<file path="config.mk">
export PLATFORM = sky130hd
export DESIGN_NAME = ir_pc_unit_flat
export DESIGN_NICKNAME = d
export VERILOG_FILES = /design/src/rtl/ir_pc_unit_pkg.sv /design/src/rtl/ir_pc_unit_if.sv /design/src/rtl/ir_pc_unit_load_reg.sv /design/src/rtl/ir_pc_unit.sv /design/src/flat_wrapper.sv
export SDC_FILE = /design/constraint.sdc
export NUM_CORES = 1
export LEC_CHECK = 0
export CAP_MARGIN = 20
export CORE_ASPECT_RATIO = 0.8
export CORE_MARGIN = 2
export CORE_UTILIZATION = 35
export DETAILED_ROUTE_END_ITERATION = 6
export PLACE_DENSITY = 0.78
export SYNTH_ARGS = -nofsm -noshare
export SYNTH_HDL_FRONTEND = slang
export SYNTH_SLANG_ARGS = --single-unit
</file>
<file path="constraint.sdc">
create_clock -name clock -period 2 [get_ports clock]
set_input_delay 0.6 -clock clock [delete_from_list [all_inputs] [get_ports clock]]
set_output_delay 0.6 -clock clock [all_outputs]
set_load 0.01 [all_outputs]
</file>
<file path="src/rtl/ir_pc_unit_pkg.sv">
// Shared widths, field positions and types for the instruction-fetch datapath
// of the 8-bit accumulator processor.
package ir_pc_unit_pkg;
   localparam int DATA_W = 8;
   localparam int ADDR_W = 5;
   localparam int OP_W   = DATA_W - ADDR_W;

   // Opcode occupies the bits above the address field
   localparam int OP_MSB = DATA_W - 1;
   localparam int OP_LSB = ADDR_W;

   typedef logic [DATA_W-1:0] word_t;
   typedef logic [ADDR_W-1:0] addr_t;
   typedef logic [OP_W-1:0]   opcode_t;
endpackage

</file>
<file path="src/rtl/ir_pc_unit_if.sv">
// Strobe/data bundle between the controller (master) and the IR/PC datapath (slave).
interface ir_pc_unit_if;
   import ir_pc_unit_pkg::*;

   word_t   Q_ram;
   logic    IRload;
   logic    PCload;
   logic    JMPmux;
   logic    Meminst;

   word_t   Q_IR;
   addr_t   Q_IRmux;
   opcode_t IR;
   addr_t   D_PC;
   addr_t   Q_Incr;
   addr_t   Q_PC;
   addr_t   Q_Meminst;

   modport master (
      output Q_ram, IRload, PCload, JMPmux, Meminst,
      input  Q_IR, Q_IRmux, IR, D_PC, Q_Incr, Q_PC, Q_Meminst
   );

   modport slave (
      input  Q_ram, IRload, PCload, JMPmux, Meminst,
      output Q_IR, Q_IRmux, IR, D_PC, Q_Incr, Q_PC, Q_Meminst
   );
endinterface

</file>
<file path="src/rtl/ir_pc_unit_load_reg.sv">
// Loadable register with synchronous active-high clear; clear beats load.
module ir_pc_unit_load_reg #(
   parameter int WIDTH = 8
) (
   input  logic             clock,
   input  logic             Reset,
   input  logic             load,
   input  logic [WIDTH-1:0] d,
   output logic [WIDTH-1:0] q
);

   always_ff @(posedge clock) begin
      if (Reset) begin
         q <= '0;
      end else if (load) begin
         q <= d;
      end
   end

endmodule

</file>
<file path="src/rtl/ir_pc_unit.sv">
// Instruction register, program counter with incrementer/jump mux, and the
// fetch/operand memory-address mux.
module ir_pc_unit
   import ir_pc_unit_pkg::*;
(
   input  logic         clock,
   input  logic         Reset,
   ir_pc_unit_if.slave  bus
);

   word_t   q_ir;
   addr_t   q_pc;
   addr_t   ir_addr;
   opcode_t ir_op;
   addr_t   pc_incr;
   addr_t   pc_next;
   addr_t   mem_addr;

   ir_pc_unit_load_reg #(.WIDTH(DATA_W)) u_ir_reg (
      .clock (clock),
      .Reset (Reset),
      .load  (bus.IRload),
      .d     (bus.Q_ram),
      .q     (q_ir)
   );

   // PC loads from the jump mux, which sees the IR value from before this edge
   ir_pc_unit_load_reg #(.WIDTH(ADDR_W)) u_pc_reg (
      .clock (clock),
      .Reset (Reset),
      .load  (bus.PCload),
      .d     (pc_next),
      .q     (q_pc)
   );

   assign ir_addr  = q_ir[ADDR_W-1:0];
   assign ir_op    = q_ir[OP_MSB:OP_LSB];
   assign pc_incr  = q_pc + addr_t'(1);
   assign pc_next  = bus.JMPmux  ? ir_addr : pc_incr;
   assign mem_addr = bus.Meminst ? ir_addr : q_pc;

   assign bus.Q_IR      = q_ir;
   assign bus.Q_IRmux   = ir_addr;
   assign bus.IR        = ir_op;
   assign bus.Q_Incr    = pc_incr;
   assign bus.D_PC      = pc_next;
   assign bus.Q_PC      = q_pc;
   assign bus.Q_Meminst = mem_addr;

endmodule

</file>
<file path="src/flat_wrapper.sv">
// flat-port wrapper written by rule: the top's interface ports become plain ports
module ir_pc_unit_flat import ir_pc_unit_pkg::*;
  (clock, Reset, bus_Q_ram, bus_IRload, bus_PCload, bus_JMPmux, bus_Meminst, bus_Q_IR, bus_Q_IRmux, bus_IR, bus_D_PC, bus_Q_Incr, bus_Q_PC, bus_Q_Meminst);
  ir_pc_unit_if bus_i ();
  input  logic clock;
  input  logic Reset;
  input wire logic [$bits(bus_i.Q_ram)-1:0] bus_Q_ram;
  input wire logic [$bits(bus_i.IRload)-1:0] bus_IRload;
  input wire logic [$bits(bus_i.PCload)-1:0] bus_PCload;
  input wire logic [$bits(bus_i.JMPmux)-1:0] bus_JMPmux;
  input wire logic [$bits(bus_i.Meminst)-1:0] bus_Meminst;
  output wire logic [$bits(bus_i.Q_IR)-1:0] bus_Q_IR;
  output wire logic [$bits(bus_i.Q_IRmux)-1:0] bus_Q_IRmux;
  output wire logic [$bits(bus_i.IR)-1:0] bus_IR;
  output wire logic [$bits(bus_i.D_PC)-1:0] bus_D_PC;
  output wire logic [$bits(bus_i.Q_Incr)-1:0] bus_Q_Incr;
  output wire logic [$bits(bus_i.Q_PC)-1:0] bus_Q_PC;
  output wire logic [$bits(bus_i.Q_Meminst)-1:0] bus_Q_Meminst;
  assign bus_i.Q_ram = bus_Q_ram;
  assign bus_i.IRload = bus_IRload;
  assign bus_i.PCload = bus_PCload;
  assign bus_i.JMPmux = bus_JMPmux;
  assign bus_i.Meminst = bus_Meminst;
  assign bus_Q_IR = bus_i.Q_IR;
  assign bus_Q_IRmux = bus_i.Q_IRmux;
  assign bus_IR = bus_i.IR;
  assign bus_D_PC = bus_i.D_PC;
  assign bus_Q_Incr = bus_i.Q_Incr;
  assign bus_Q_PC = bus_i.Q_PC;
  assign bus_Q_Meminst = bus_i.Q_Meminst;
  ir_pc_unit u_core (.clock(clock), .Reset(Reset), .bus(bus_i));
endmodule
</file>
==> metrics <==
vias after detailed routing=810; CTS tree=done; Post-Synth XOR/XNOR Area=0.0345; TNS Setup=-191 ps; Layout Area Growth over Synthesis=89.8%; die height=45.7 µm; failing checks=negative setup slack; CTS Sinks=13; CP Class=reg2out; highest clock rate=477 MHz; Mean Syn Cell Area=9.28 µm²; Leakage=0.643 nW; Final #Nets=159; HPWL after DPL=1680 µm; Max VDD drop=0.385 mV; FF+latch count, synth=13; max-cap violations=0; Final setup viols=3; simple-gate portion of the synthesized area=0.176; Distinct cells, synth=25; # fillers=182; GRT overflow=0; share of cells above drive strength 1=0.336; mux cell area share after synthesis=0.237; startpoint types=register; cell count after synthesis=82; met2 usage=0.393; Root Driver=clkbuf_4; first-pass GRT wire length=3900 µm; dpl ws=-671 ps; unrepaired setup endpoints after global routing=yes; vias in the first global route=819; Synth Area in Adders=0.0164; GRT met3 Usage=0.0540; clock share of power=0.237; combinational power share=0.333; Buf/Inv on CP=2; largest family of logic cells by synthesized area=multiplexers; Period minus WS final=2100 ps; Seq pwr share=0.430; skew final=5.32 ps; Post-DRT Antenna Nets=0; worst-path fanout max=3; initial antenna violation count=0; setup slack after layout=-96.1 ps; CTS clk-pin slew, worst paths=80 ps; pwr dens=466 nW/µm²; stages on the worst setup path=6; Synth Area in Compound Gates=0.0855; sequential area share after synthesis=0.342; CP Capture Point=bus_D_PC[4]; yosys warns=0; final WL=2450 µm; Ports=50; crit-path cells=ha_4 -> buf_6 -> nand3_4 -> xnor2_2 -> mux2_4 -> buf_6; CP startpoint=u_core.u_pc_reg.q[0]$_SDFFE_PP0P_; Core Region=2100 µm²; critical path's slowest cell=dfxtp_2; largest net degree at the start of global routing=14; GR peak layer=met2; worst slew pin tran=503 ps; multi-input logic area=487 µm²; Max Slew Vio Count=0; met1 Use GR=0.221; RD Place Congestion=0.714; Horiz. Die Dim=56.1 µm; Clock Path Buffers=2; Die Area=2560 µm²; clock latency on the worst-skew pair=270 ps; Initial Utilization=0.362; cell family with the largest share of critical-path delay=flip-flops; reg2reg start=u_core.u_pc_reg.q[0]$_SDFFE_PP0P_; P_int=0.484 mW; Worst Setup End Kind=primary output; GRT Overall Usage=0.202; P_sw=0.189 mW; Vias/cell=4.82; Hold WS=536 ps; port buffer count=49; Period Utilization, post-route=1.05; Most common cell on crit path=buf_6; crit path DAT=1500 ps; R2R cell count=5; synthesized area=761 µm²; initial DRC count=10; final hold violations=0; switching share of total power=0.281; drt drc=0; routed len/inst=14.6 µm; H-tree depth=1; Initial DRT Pass Iterations=4; hold_buf cts=0; TritonCTS Buffers=3; RR Endpoint=u_core.u_pc_reg.q[4]$_SDFFE_PP0P_; Reg area=270 µm²; diode count=0; row count=15; Hold Path Class=reg2reg; register-to-register setup slack=740 ps; Critical Path RT=1400 ps; Syn Nets=97; max incr delay on CP=360 ps; outcome=finished with violations; Max-slew headroom=0.664
synthesized netlist by cell type:
| master | count | area [µm²] |
|---|---|---|
| a21oi_1 | 2 | 10.0 |
| a31oi_1 | 4 | 25.0 |
| and2_1 | 1 | 6.26 |
| buf_1 | 1 | 3.75 |
| buf_2 | 3 | 15.0 |
| buf_4 | 8 | 60.1 |
| dfxtp_1 | 13 | 260 |
| ha_1 | 1 | 12.5 |
| inv_1 | 1 | 3.75 |
| mux2_1 | 5 | 56.3 |
| mux2_2 | 3 | 33.8 |
| mux2i_1 | 9 | 90.1 |
| nand2_1 | 2 | 7.51 |
| nand2b_1 | 3 | 18.8 |
| nand3_2 | 2 | 20.0 |
| nand3b_1 | 2 | 15.0 |
| nor2_1 | 9 | 33.8 |
| nor2b_1 | 2 | 12.5 |
| nor3b_1 | 1 | 7.51 |
| o211ai_1 | 1 | 7.51 |
| o21a_1 | 1 | 7.51 |
| o21ai_1 | 3 | 15.0 |
| or3_1 | 2 | 12.5 |
| xnor2_1 | 2 | 17.5 |
| xor2_1 | 1 | 8.76 |
sequential cells by signal (all words and copies together) (netlist names):
name               flops
u_core.u_ir_reg.q      8
u_core.u_pc_reg.q      5
logic make-up after synthesis:
kind of cell	count (synthesis)
AO/OA/AOI/OAI	11
buffers and inverters	13
adder cells (fa/ha/maj)	1
multiplexers	17
XOR/XNOR	3
AND/OR/NAND/NOR	24
flip-flops	13
placed cells by master, fill, tap and decap left out, drive strengths merged:
cell           instances
clkdlybuf4s15          1
and2                   1
nand2                  2
nand3b                 2
xnor2                  2
a31oi                  4
clkbuf                 7
a21oi                  2
nand2b                 3
nor3b                  1
nand3                  2
dlygate4sd2            6
clkdlybuf4s50         32
mux2i                  9
dfxtp                 13
mux2                   8
or3                    2
nor2                   9
o21ai                  3
o211ai                 1
nor2b                  2
inv                    1
buf                   27
ha                     1
o21a                   1
xor2                   1
metal layers:
| layer | share of wire | vias to the layer above | routed length (µm) |
|---|---|---|---|
| li1 | - | 399 | - |
| met1 | 0.40 | 380 | 976 |
| met2 | 0.53 | 29 | 1290 |
| met3 | 0.065 | 2 | 160 |
| met4 | 0.0086 | 0 | 21 |
| met5 | 0 | - | 0 |
worst reg2reg max path: stages (launching register included):
cell,delay [ps]
dfxtp_2,360
ha_4,140
buf_6,100
nand3_4,90
or3_1,350
a31oi_1,160
stage by stage:
| step | cells | power (mW) | instance area [µm²] | util |
|---|---|---|---|---|
| after global placement | 159 | 0.504 | 1320 | 0.626 |
| final | 168 | 0.673 | 1440 | 0.687 |
| after floorplan | 82 | 0.383 | 761 | - |
| after CTS | 167 | 0.677 | 1430 | 0.682 |
| after global routing | 168 | 0.713 | 1440 | 0.687 |
| after detailed placement | 159 | 0.510 | 1320 | 0.626 |
area by class of cell:
| class | count | share of cell area |
|---|---|---|
| Multi-Input combinational cell | 56 | 0.337 |
| Tap cell | 25 | 0.0217 |
| Timing Repair Buffer | 69 | 0.433 |
| Sequential cell | 13 | 0.187 |
| Inverter | 1 | 0.00260 |
| Clock buffer | 4 | 0.0182 |
timing repair:
action                     in CTS  in global routing
setup endpoints to repair      15                 12
pin swaps                       2                  2
setup buffers                   4                  1
gates resized for setup        61                 11
cloned                          1                  0
worst min-delay path by stage:
stage	from	endpoint	slack [ps]	cells after the start
after floorplan	u_core.u_ir_reg.q[5]$_SDFFE_PP0P_	u_core.u_ir_reg.q[5]$_SDFFE_PP0P_	540	2
after global placement	u_core.u_ir_reg.q[7]$_SDFFE_PP0P_	u_core.u_ir_reg.q[7]$_SDFFE_PP0P_	500	2
after detailed placement	u_core.u_ir_reg.q[6]$_SDFFE_PP0P_	u_core.u_ir_reg.q[6]$_SDFFE_PP0P_	520	2
after CTS	u_core.u_ir_reg.q[6]$_SDFFE_PP0P_	u_core.u_ir_reg.q[6]$_SDFFE_PP0P_	540	2
after global routing	u_core.u_ir_reg.q[7]$_SDFFE_PP0P_	u_core.u_ir_reg.q[7]$_SDFFE_PP0P_	580	2
final	u_core.u_ir_reg.q[7]$_SDFFE_PP0P_	u_core.u_ir_reg.q[7]$_SDFFE_PP0P_	540	2
power groups by stage:
stage,clock network (mW),registers (mW),logic (mW)
finish,0.159,0.289,0.224
global route,0.182,0.292,0.239
CTS,0.166,0.290,0.221
detailed placement,0,0.294,0.216
global placement,0,0.293,0.212
floorplan,0,0.300,0.0833
(Power assumes the default switching activity.)
